===== src/rtl/psum_accum_ctrl_pkg.sv =====
// ---------------------------------------------------------------------------
// psum_pkg
// Shared types and helpers for the partial-sum accumulation controller.
//   - state_t        : controller FSM states
//   - tree_width()   : adder-tree output width for n lanes of w bits
//   - acc_width()    : accumulator width for a tree width and a beat limit
//   - sat_to_width() : clamp a signed value into a w-bit signed range
// ---------------------------------------------------------------------------
package psum_pkg;

  typedef enum logic [1:0] {
    ST_IDLE  = 2'd0,
    ST_RUN   = 2'd1,
    ST_DRAIN = 2'd2,
    ST_OUT   = 2'd3
  } state_t;

  // Summing n signed w-bit lanes grows the result by clog2(n) bits.
  function automatic int tree_width(input int n, input int w);
    return w + $clog2(n);
  endfunction

  // Accumulating up to max_beats tree sums grows it by clog2(max_beats) bits.
  function automatic int acc_width(input int tw, input int max_beats);
    return tw + $clog2(max_beats);
  endfunction

  // Clamp v into [-2^(w-1), 2^(w-1)-1]; valid for 1 <= w <= 63.
  function automatic logic signed [63:0] sat_to_width(input logic signed [63:0] v,
                                                      input int unsigned       w);
    logic signed [63:0] hi;
    logic signed [63:0] lo;
    hi = (64'sd1 <<< (w - 32'd1)) - 64'sd1;
    lo = -(64'sd1 <<< (w - 32'd1));
    if (v > hi) begin
      return hi;
    end else if (v < lo) begin
      return lo;
    end else begin
      return v;
    end
  endfunction

endpackage


===== src/rtl/psum_accum_ctrl_if.sv =====
// ---------------------------------------------------------------------------
// psum_accum_ctrl_if
// Job control, beat input stream and result output stream of the
// partial-sum controller.
//   start/cfg_beats/cfg_err/busy : job control
//   in_valid/in_ready/in_data    : packed signed lanes, lane i at [i*W +: W]
//   out_valid/out_ready/out_data : accumulated signed result
//   done                         : one-cycle pulse after the result handshake
// master drives the job and streams; slave is the controller.
// ---------------------------------------------------------------------------
interface psum_accum_ctrl_if #(
  parameter int INPUT_NUM        = 15,
  parameter int INPUT_DATA_WIDTH = 24,
  parameter int OUT_WIDTH        = 32,
  parameter int BEAT_W           = 7
);
  logic                                  start;
  logic [BEAT_W-1:0]                     cfg_beats;
  logic                                  cfg_err;
  logic                                  busy;
  logic                                  in_valid;
  logic                                  in_ready;
  logic [INPUT_NUM*INPUT_DATA_WIDTH-1:0] in_data;
  logic                                  out_valid;
  logic                                  out_ready;
  logic [OUT_WIDTH-1:0]                  out_data;
  logic                                  done;

  modport master (
    output start, cfg_beats, in_valid, in_data, out_ready,
    input  cfg_err, busy, in_ready, out_valid, out_data, done
  );

  modport slave (
    input  start, cfg_beats, in_valid, in_data, out_ready,
    output cfg_err, busy, in_ready, out_valid, out_data, done
  );
endinterface


===== src/rtl/psum_accum_ctrl_adder_tree.sv =====
// ---------------------------------------------------------------------------
// adder_tree
// Combinational signed sum of INPUT_NUM lanes of INPUT_DATA_WIDTH bits.
//   data_i : packed lanes, lane i at [i*INPUT_DATA_WIDTH +: INPUT_DATA_WIDTH]
//   sum_o  : signed sum, TREE_WIDTH bits (never overflows)
// ---------------------------------------------------------------------------
module adder_tree
  import psum_pkg::*;
#(
  parameter int INPUT_NUM        = 15,
  parameter int INPUT_DATA_WIDTH = 24,
  parameter int TREE_WIDTH       = tree_width(INPUT_NUM, INPUT_DATA_WIDTH)
) (
  input  logic [INPUT_NUM*INPUT_DATA_WIDTH-1:0] data_i,
  output logic signed [TREE_WIDTH-1:0]          sum_o
);

  // Sign-extend each lane to the tree width and sum them.
  always_comb begin
    sum_o = '0;
    for (int i = 0; i < INPUT_NUM; i++) begin
      sum_o = sum_o + {{(TREE_WIDTH-INPUT_DATA_WIDTH){data_i[i*INPUT_DATA_WIDTH+INPUT_DATA_WIDTH-1]}},
                       data_i[i*INPUT_DATA_WIDTH +: INPUT_DATA_WIDTH]};
    end
  end

endmodule


===== src/rtl/psum_accum_ctrl.sv =====
// ---------------------------------------------------------------------------
// psum_accum_ctrl
// Streams cfg_beats beats of packed lanes through one adder_tree and
// accumulates the per-beat sums into a signed partial sum, returned on a
// valid/ready port.
//   clk   : rising-edge clock
//   rst_n : asynchronous active-low reset; abandons any job in flight
//   bus   : psum_accum_ctrl_if.slave (job control, input beats, result)
// Build option: define PSUM_SAT_EN to clamp the result to the signed
// OUT_WIDTH range; otherwise the result wraps to the low OUT_WIDTH bits.
// ---------------------------------------------------------------------------
module psum_accum_ctrl
  import psum_pkg::*;
#(
  parameter int INPUT_NUM        = 15,
  parameter int INPUT_DATA_WIDTH = 24,
  parameter int MAX_BEATS        = 64,
  parameter int OUT_WIDTH        = 32,
  parameter int TREE_WIDTH       = tree_width(INPUT_NUM, INPUT_DATA_WIDTH),
  parameter int ACC_WIDTH        = acc_width(TREE_WIDTH, MAX_BEATS),
  parameter int BEAT_W           = $clog2(MAX_BEATS) + 1
) (
  input logic                clk,
  input logic                rst_n,
  psum_accum_ctrl_if.slave   bus
);

  localparam int DATA_W = INPUT_NUM * INPUT_DATA_WIDTH;

  state_t                       state_q, state_d;
  logic [BEAT_W-1:0]            beats_q, beats_d;
  logic [BEAT_W-1:0]            cnt_q, cnt_d;
  logic                         s1_valid_q, s1_valid_d;
  logic                         s1_first_q, s1_first_d;
  logic [DATA_W-1:0]            s1_data_q, s1_data_d;
  logic signed [ACC_WIDTH-1:0]  acc_q, acc_d;
  logic                         in_ready_q, in_ready_d;
  logic                         out_valid_q, out_valid_d;
  logic [OUT_WIDTH-1:0]         out_data_q, out_data_d;
  logic                         done_q, done_d;
  logic                         cfg_err_q, cfg_err_d;
  logic                         busy_q, busy_d;

  logic                         accept_s;
  logic                         cfg_ok_s;
  logic                         last_beat_s;
  logic signed [TREE_WIDTH-1:0] tree_sum_s;
  logic signed [ACC_WIDTH-1:0]  tree_ext_s;
  logic [OUT_WIDTH-1:0]         result_s;
`ifdef PSUM_SAT_EN
  logic signed [63:0]           sat_s;
`endif

  adder_tree #(
    .INPUT_NUM        (INPUT_NUM),
    .INPUT_DATA_WIDTH (INPUT_DATA_WIDTH),
    .TREE_WIDTH       (TREE_WIDTH)
  ) u_tree (
    .data_i (s1_data_q),
    .sum_o  (tree_sum_s)
  );

  assign accept_s    = bus.in_valid & in_ready_q;
  assign cfg_ok_s    = (bus.cfg_beats != {BEAT_W{1'b0}}) &&
                       (bus.cfg_beats <= BEAT_W'(MAX_BEATS));
  assign last_beat_s = (BEAT_W'(cnt_q + {{(BEAT_W-1){1'b0}}, 1'b1}) == beats_q);
  assign tree_ext_s  = {{(ACC_WIDTH-TREE_WIDTH){tree_sum_s[TREE_WIDTH-1]}}, tree_sum_s};

  // Final conversion of the next accumulator value into the output width.
  always_comb begin
`ifdef PSUM_SAT_EN
    sat_s    = sat_to_width({{(64-ACC_WIDTH){acc_d[ACC_WIDTH-1]}}, acc_d}, OUT_WIDTH);
    result_s = sat_s[OUT_WIDTH-1:0];
`else
    result_s = acc_d[OUT_WIDTH-1:0];
`endif
  end

  // Next-state, datapath and registered-output logic.
  always_comb begin
    state_d     = state_q;
    beats_d     = beats_q;
    cnt_d       = cnt_q;
    s1_valid_d  = 1'b0;
    s1_first_d  = s1_first_q;
    s1_data_d   = s1_data_q;
    acc_d       = acc_q;
    in_ready_d  = in_ready_q;
    out_valid_d = out_valid_q;
    out_data_d  = out_data_q;
    done_d      = 1'b0;
    cfg_err_d   = 1'b0;

    // The first beat of a job restarts the sum instead of adding to stale acc.
    if (s1_valid_q) begin
      acc_d = (s1_first_q ? {ACC_WIDTH{1'b0}} : acc_q) + tree_ext_s;
    end else begin
      acc_d = acc_q;
    end

    if (accept_s) begin
      s1_valid_d = 1'b1;
      s1_first_d = (cnt_q == {BEAT_W{1'b0}});
      s1_data_d  = bus.in_data;
      cnt_d      = BEAT_W'(cnt_q + {{(BEAT_W-1){1'b0}}, 1'b1});
    end else begin
      s1_valid_d = 1'b0;
    end

    case (state_q)
      ST_IDLE: begin
        if (bus.start) begin
          if (cfg_ok_s) begin
            beats_d    = bus.cfg_beats;
            cnt_d      = {BEAT_W{1'b0}};
            in_ready_d = 1'b1;
            state_d    = ST_RUN;
          end else begin
            cfg_err_d = 1'b1;
          end
        end else begin
          state_d = ST_IDLE;
        end
      end
      ST_RUN: begin
        // in_ready is registered, so it must drop on the edge taking the last beat.
        if (accept_s && last_beat_s) begin
          in_ready_d = 1'b0;
          state_d    = ST_DRAIN;
        end else begin
          state_d = ST_RUN;
        end
      end
      ST_DRAIN: begin
        out_valid_d = 1'b1;
        out_data_d  = result_s;
        state_d     = ST_OUT;
      end
      ST_OUT: begin
        if (bus.out_ready) begin
          out_valid_d = 1'b0;
          done_d      = 1'b1;
          state_d     = ST_IDLE;
        end else begin
          state_d = ST_OUT;
        end
      end
      default: begin
        in_ready_d  = 1'b0;
        out_valid_d = 1'b0;
        state_d     = ST_IDLE;
      end
    endcase

    busy_d = (state_d != ST_IDLE);
  end

  // State, datapath and output registers.
  always_ff @(posedge clk or negedge rst_n) begin
    if (!rst_n) begin
      state_q     <= ST_IDLE;
      beats_q     <= '0;
      cnt_q       <= '0;
      s1_valid_q  <= 1'b0;
      s1_first_q  <= 1'b0;
      s1_data_q   <= '0;
      acc_q       <= '0;
      in_ready_q  <= 1'b0;
      out_valid_q <= 1'b0;
      out_data_q  <= '0;
      done_q      <= 1'b0;
      cfg_err_q   <= 1'b0;
      busy_q      <= 1'b0;
    end else begin
      state_q     <= state_d;
      beats_q     <= beats_d;
      cnt_q       <= cnt_d;
      s1_valid_q  <= s1_valid_d;
      s1_first_q  <= s1_first_d;
      s1_data_q   <= s1_data_d;
      acc_q       <= acc_d;
      in_ready_q  <= in_ready_d;
      out_valid_q <= out_valid_d;
      out_data_q  <= out_data_d;
      done_q      <= done_d;
      cfg_err_q   <= cfg_err_d;
      busy_q      <= busy_d;
    end
  end

  assign bus.in_ready  = in_ready_q;
  assign bus.out_valid = out_valid_q;
  assign bus.out_data  = out_data_q;
  assign bus.done      = done_q;
  assign bus.cfg_err   = cfg_err_q;
  assign bus.busy      = busy_q;

endmodule


===== src/flat_wrapper.sv =====
// flat-port wrapper written by rule: the top's interface ports become plain ports
module psum_accum_ctrl_flat import psum_pkg::*;
#(
  parameter int INPUT_NUM        = 15,
  parameter int INPUT_DATA_WIDTH = 24,
  parameter int MAX_BEATS        = 64,
  parameter int OUT_WIDTH        = 32,
  parameter int TREE_WIDTH       = tree_width(INPUT_NUM, INPUT_DATA_WIDTH),
  parameter int ACC_WIDTH        = acc_width(TREE_WIDTH, MAX_BEATS),
  parameter int BEAT_W           = $clog2(MAX_BEATS) + 1
)
  (clk, rst_n, bus_start, bus_cfg_beats, bus_in_valid, bus_in_data, bus_out_ready, bus_cfg_err, bus_busy, bus_in_ready, bus_out_valid, bus_out_data, bus_done);
  psum_accum_ctrl_if #(.INPUT_NUM(INPUT_NUM), .INPUT_DATA_WIDTH(INPUT_DATA_WIDTH), .OUT_WIDTH(OUT_WIDTH), .BEAT_W(BEAT_W)) bus_i ();
  input logic clk;
  input logic rst_n;
  input wire logic [$bits(bus_i.start)-1:0] bus_start;
  input wire logic [$bits(bus_i.cfg_beats)-1:0] bus_cfg_beats;
  input wire logic [$bits(bus_i.in_valid)-1:0] bus_in_valid;
  input wire logic [$bits(bus_i.in_data)-1:0] bus_in_data;
  input wire logic [$bits(bus_i.out_ready)-1:0] bus_out_ready;
  output wire logic [$bits(bus_i.cfg_err)-1:0] bus_cfg_err;
  output wire logic [$bits(bus_i.busy)-1:0] bus_busy;
  output wire logic [$bits(bus_i.in_ready)-1:0] bus_in_ready;
  output wire logic [$bits(bus_i.out_valid)-1:0] bus_out_valid;
  output wire logic [$bits(bus_i.out_data)-1:0] bus_out_data;
  output wire logic [$bits(bus_i.done)-1:0] bus_done;
  assign bus_i.start = bus_start;
  assign bus_i.cfg_beats = bus_cfg_beats;
  assign bus_i.in_valid = bus_in_valid;
  assign bus_i.in_data = bus_in_data;
  assign bus_i.out_ready = bus_out_ready;
  assign bus_cfg_err = bus_i.cfg_err;
  assign bus_busy = bus_i.busy;
  assign bus_in_ready = bus_i.in_ready;
  assign bus_out_valid = bus_i.out_valid;
  assign bus_out_data = bus_i.out_data;
  assign bus_done = bus_i.done;
  psum_accum_ctrl #(.INPUT_NUM(INPUT_NUM), .INPUT_DATA_WIDTH(INPUT_DATA_WIDTH), .MAX_BEATS(MAX_BEATS), .OUT_WIDTH(OUT_WIDTH), .TREE_WIDTH(TREE_WIDTH), .ACC_WIDTH(ACC_WIDTH), .BEAT_W(BEAT_W)) u_core (.clk(clk), .rst_n(rst_n), .bus(bus_i));
endmodule

===== config.mk =====
export PLATFORM = sky130hd
export DESIGN_NAME = psum_accum_ctrl_flat
export DESIGN_NICKNAME = d
export VERILOG_FILES = /design/src/rtl/psum_accum_ctrl_pkg.sv /design/src/rtl/psum_accum_ctrl_if.sv /design/src/rtl/psum_accum_ctrl_adder_tree.sv /design/src/rtl/psum_accum_ctrl.sv /design/src/flat_wrapper.sv
export SDC_FILE = /design/constraint.sdc
export NUM_CORES = 2
export LEC_CHECK = 0
export BUFFER_PORTS_ARGS = -buffer_cell sky130_fd_sc_hd__buf_4
export CORE_MARGIN = 3
export CORE_UTILIZATION = 59
export DETAILED_ROUTE_END_ITERATION = 7
export PLACE_DENSITY = 0.82
export SYNTH_ARGS = -nofsm -noshare
export SYNTH_HDL_FRONTEND = slang
export SYNTH_HIERARCHICAL = 1
export SYNTH_SLANG_ARGS = --single-unit
export TNS_END_PERCENT = 30

===== constraint.sdc =====
create_clock -name clk -period 8.1 [get_ports clk]
set_input_delay 0.405 -clock clk [delete_from_list [all_inputs] [get_ports clk]]
set_output_delay 0.405 -clock clk [all_outputs]
set_load 0.01 [all_outputs]

Word-level counts from Yosys, hierarchy flattened
Index checks and enable logic that the tools add are counted.

Register bits: 449. Bits of input ports: 372. Output and inout bits: 37. Logic and storage cells: 74.

$add $sub $neg: 16. $lt $le $gt $ge: 1. Eq/ne operators: 8. Multiplexer cells: 23. Bitwise logic cells: 1. Reduce and logical (&&, ||, !) cells: 11.

Operator list (number): 28-bit adder (10); 34-bit adder (1); 34-bit 2-to-1 mux (1); 32-bit 2-to-1 mux (1); 27-bit by 24-bit adder with 28-bit output (1); 7-bit 2-to-1 mux (4); 26-bit by 24-bit adder with 27-bit output (1); 25-bit by 24-bit adder with 26-bit output (1); 24-bit by 24-bit adder with 25-bit output (1); 1-bit 2-to-1 mux (10); 2-bit 2-to-1 mux (4); 2-bit case mux with 4 select lines (1); 7-bit by 1-bit adder with 7-bit output (second input constant) (1); 7-bit == test (1); 7-bit less-or-equal comparator (second input constant) (1); 7-bit logical NOT (1); 7-bit nonzero test (1); 2-bit nonzero test (3); 2-bit == test (second input constant) (2); 2-bit by 1-bit inequality test with 1-bit output (second input constant) (2); 2-bit inequality test (second input constant) (2); 1-bit case mux with 2 select lines (2); 4-bit AND reduction (1); 3-bit AND reduction (1); 5 further kinds (6).

Logic depth before layout (Yosys ltp)
Word-level depth: 16. Mapped depth: 31. Gate-level depth less buffers: 30.

Hierarchy
Netlist, hierarchy kept.

By module, submodules not included: psum_accum_ctrl (times used 1, cells an instance 2127, area each 18905.6 µm²); adder_tree (times used 1, cells an instance 1029, area each 9795.6 µm²).

Worst setup path after synthesis
No wires, ideal clock.

Path type: register to register. Start point: register u_core.s1_data_q[81]. End point: register u_core.out_data_q[31] (netlist: u_core/bus.out_data[31]). Data arrival time: 7.163 ns. Data required time: 7.976 ns. Path slack: 0.813 ns. Cell stages (with the launch flop): 28. Buffers on the path: 1. Period minus slack after synthesis: 7.287 ns. Cells stage by stage: dfrtp_1 -> inv_1 -> fa_1 -> inv_1 -> fa_1 -> fa_1 -> fa_1 -> fa_1 -> inv_1 -> fa_1 -> inv_1 -> ha_1 -> a21oi_1 -> a2111o_1 -> a21o_4 -> o21ba_4 -> o31ai_4 -> xor2_1 -> ha_1 -> buf_6 -> a211oi_2 -> o21bai_1 -> a211oi_1 -> o21ai_0 -> or4_4 -> nand4_2 -> o221ai_1 -> a211o_1.

Cells in the longest elaborated chain, start to end: 14.

RTL lines: start: declaration (RTL line psum_accum_ctrl.sv:35) `logic [DATA_W-1:0] s1_data_q, s1_data_d;`; start signal: assignment (RTL line psum_accum_ctrl.sv:180) `s1_data_q <= s1_data_d;`; 26-bit by 24-bit adder with 27-bit output (RTL line psum_accum_ctrl_adder_tree.sv:22) `sum_o = sum_o + {{(TREE_WIDTH-INPUT_DATA_WIDTH){data_i[i*INPUT_DATA_WIDTH+INPUT_DATA_WIDTH-1]}},`; 27-bit by 24-bit adder with 28-bit output (RTL line psum_accum_ctrl_adder_tree.sv:22); 28-bit adder (10 in series) (RTL line psum_accum_ctrl_adder_tree.sv:22); named net u_core.tree_sum_s[24] (RTL line psum_accum_ctrl.sv:47) `logic signed [TREE_WIDTH-1:0] tree_sum_s;`; 34-bit adder (RTL line psum_accum_ctrl.sv:96) `acc_d = (s1_first_q ? {ACC_WIDTH{1'b0}} : acc_q) + tree_ext_s;`; 32-bit 2-to-1 mux (RTL line psum_accum_ctrl.sv:95) `if (s1_valid_q) begin`; end signal: assignment (RTL line psum_accum_ctrl.sv:184) `out_data_q <= out_data_d;`; end: declaration (RTL line psum_accum_ctrl.sv:39) `logic [OUT_WIDTH-1:0] out_data_q, out_data_d;`.

The timed path passes the listed nets, and every way through them passes these cells. A chain may end at the register's enable or synchronous reset.

Final worst setup path
Start point: register u_core.s1_data_q[180]. End point: register u_core.out_data_q[31] (netlist: u_core/bus.out_data[31]).

Cells in the longest elaborated chain, start to end: 10.

RTL lines (RTL line): 28-bit adder (8 in series) (psum_accum_ctrl_adder_tree.sv:22); named net u_core.tree_sum_s[20] (psum_accum_ctrl.sv:47); 34-bit adder (psum_accum_ctrl.sv:96); 32-bit 2-to-1 mux (psum_accum_ctrl.sv:95).

The timed path passes the listed nets, and every way through them passes these cells.

==> impl_metrics.ini <==
[status]
status = finished, final reports clean

[hold_path]
min_path_type = input pin to flop

[synthesis]
syn-instance-count = 3156
synthMuxAreaShare_pct = 1.47
synth_nets = 3912
synth_edf_count = 0
synth_top_area_share_pct = 39.0
synth_cell_types = 77
ys_seq_area_share_pct = 39.0
synthFlopType = dfrtp_1
yosys.area.top_type = dfrtp_1
synth-compound-area-share_pct = 5.21
ys_ff_latch = 447
synth_top_family_by_area = adder cells
synthArstFlopShare_pct = 100
syn-cell-area_mm2 = 0.0287
yosys.area_share.simple_pct = 18.9
synth_xor_area_share_pct = 1.98
ys_top_cells_by_area = dfrtp_1 39%, fa_1 22%, nand2_1 16%, inv_1 6.8%, ha_1 2.8%
yosys_warnings = 6
synthAdderAreaFrac_pct = 25.1
avgSynthCellArea_um2 = 9.09

[die]
io_pins = 409
die_h_um = 227
die_w_um = 227
die_area_mm2 = 0.0513
floorplan.core_area_mm2 = 0.0479
initial_utilization_pct = 59.9
std_cell_rows = 80

[cells_and_area]
drive_gt1_share_pct = 15.2
finalNonFillerCells = 4425
synthToLayoutAreaGrowth_pct = 27.1
fin_util_pct = 76.1
final_nets = 4525
fillers = 3041

[clock_tree]
clockBufferDepth = 3
cts_buffers = 49
cts.sinks = 447
clk_pin_slew_ps = 70
tritoncts = built
clock-root-buffer = clkbuf_16
clk_latency_ps = 610
htreeDepth = 2

[critical_path]
cp.required_ps = 8560
startpoint_type = flop
worstPathMaxFanout = 6
r2r_slack_ps = 210
crit_top_cell = fa_1
crit_family = adder cells
cp_num_buf_inv = 4
cp.arrival_ps = 8350
worstSetupPathType = flop to flop
crit_slowest_cell = fa_1
end_kind = flop
slowest_delay_ps = 620

[grt]
grt_pass1_wl_um = 136000
antenna_found_initial = 6
grt_overflow = 0
grt_max_degree = 178
grt_use_total_pct = 34.6
grt_pass1_vias = 26000

[drt]
ant_nets = 0
vias = 23900
routedWlPerCell_um = 19.7
wl_um = 87100
vias_per_cell = 5.41
first_pass_iters = 5
drc = 0
drt-initial-drc-count = 1929

[timing]
setup_viol = 0
clock_skew_ps = 36.6
fin_crit_sh_pct = 97.4
slew_viol_final = 0
fin_setup_tns_ps = 0
fmax_mhz = 127
finalHoldViolCount = 0
final.min_clock_period_ps = 7890
max-slew-margin-rel_pct = 28.2
worstMarginPinSlew_ps = 1080
rsz0062_at_grt = true

[placement]
placedCellCount = 4079
hpwl_um = 55700
place_congestion = 0.926
numPortBuffers = 408

[job]
drv_cap = 0
-- layout make-up --
| type | instances | area [µm²] | area share (%) |
|---|---|---|---|
| Antenna cell | 4 | 10.0 | 0.0274 |
| Clock buffer | 71 | 1430 | 3.92 |
| Clock inverter | 17 | 208 | 0.569 |
| Inverter | 522 | 1970 | 5.39 |
| Multi-Input combinational cell | 2073 | 15200 | 41.6 |
| Sequential cell | 447 | 11200 | 30.7 |
| Tap cell | 615 | 769 | 2.11 |
| Timing Repair Buffer | 676 | 5730 | 15.7 |
-- state kept, by name, indices dropped and copies added, names as in the netlist --
| signal | flops |
|---|---|
| u_core/acc_q | 32 |
| u_core/beats_q | 7 |
| u_core/bus.busy | 1 |
| u_core/bus.cfg_err | 1 |
| u_core/bus.done | 1 |
| u_core/bus.in_ready | 1 |
| u_core/bus.out_data | 32 |
| u_core/bus.out_valid | 1 |
| u_core/cnt_q | 7 |
| u_core/s1_data_q | 360 |
| u_core/s1_first_q | 1 |
| u_core/s1_valid_q | 1 |
| u_core/state_q | 2 |
-- final timing paths --
path,from,to,depth (start not counted)
min,bus_in_data[139],u_core/s1_data_q[139],3
min reg2reg,u_core/s1_data_q[98],u_core/s1_data_q[98],2
max reg2reg,u_core/s1_data_q[180],u_core/bus.out_data[31],26
max in group asynchronous,rst_n,u_core/acc_q[23],3
max,u_core/s1_data_q[180],u_core/bus.out_data[31],26
min in group asynchronous,rst_n,u_core/acc_q[3],2
-- cells by family (layout without fill, tap and decap cells) --
group           after synthesis  in the layout
compound gates              219            219
xor+xnor                     65             65
fa+ha+maj                   384            384
buf+inv                     636           1286
flops                       447            447
mux                          38             38
other cells                   0              4
simple gates               1367           1367
-- worst min-delay path, delay by kind of cell --
kind / cells / cell delay (ps)
simple gates: 2 / 100
buf+inv: 1 / 90
-- metal layers --
| metal | up-vias | share of wire (%) | global-route usage [%] |
|---|---|---|---|
| met5 | - | 0.026 | 0 |
| met4 | 4 | 6.8 | 20.0 |
| met3 | 341 | 6.2 | 4.92 |
| met2 | 1198 | 50 | 60.4 |
| met1 | 11700 | 37 | 41.3 |
| li1 | 10700 | - | - |
-- layout by cell type, fill, tap and decap left out, types with 10 or more instances in the layout --
| cell type | n |
|---|---|
| nand2_1 | 1186 |
| inv_1 | 521 |
| dfrtp_1 | 447 |
| buf_4 | 420 |
| fa_1 | 319 |
| dlygate4sd3_1 | 254 |
| a21oi_1 | 69 |
| nor2_1 | 64 |
| ha_1 | 60 |
| clkbuf_16 | 49 |
| xnor2_1 | 45 |
| o21ai_0 | 37 |
| mux2_2 | 34 |
| nor2b_1 | 33 |
| xor2_1 | 20 |
| nand3_1 | 18 |
| a21o_1 | 16 |
| nand4_1 | 14 |
| nor3_1 | 14 |
| clkbuf_8 | 12 |
| clkbuf_1 | 10 |
| a31oi_1 | 10 |
-- synthesized netlist by cell type, drive strengths merged, types with 23 or more instances --
master,number
nor2b,34
clkbuf,91
dfrtp,447
nand2,1187
mux2,34
ha,65
nor2,65
fa,319
buf,23
a21oi,77
o21ai,45
xnor2,45
inv,522
-- timing repair --
| item | 4_1_cts | 5_1_grt |
|---|---|---|
| setup buffers | 0 | 0 |
| hold buffers | 254 | 0 |
| endpoints found under the setup margin | 0 | 5 |
| endpoints found under the hold margin | 267 | 0 |
| resized for setup | 0 | 15 |
-- through the flow --
stage          hold slack, ps  worst slack (ps)  instance area (µm²)
3_3_place_gp              458               408                32200
5_1_grt                  16.4             -27.4                36500
6_report                 6.23               213                36500
4_1_cts                0.0817               237                36400
3_5_place_dp              462               288                32200
2_1_floorplan             109               813                28700
Power is left out: the tool's default activity adds up to more than one toggle a clock period on the data nets, which glitch-free logic cannot reach.
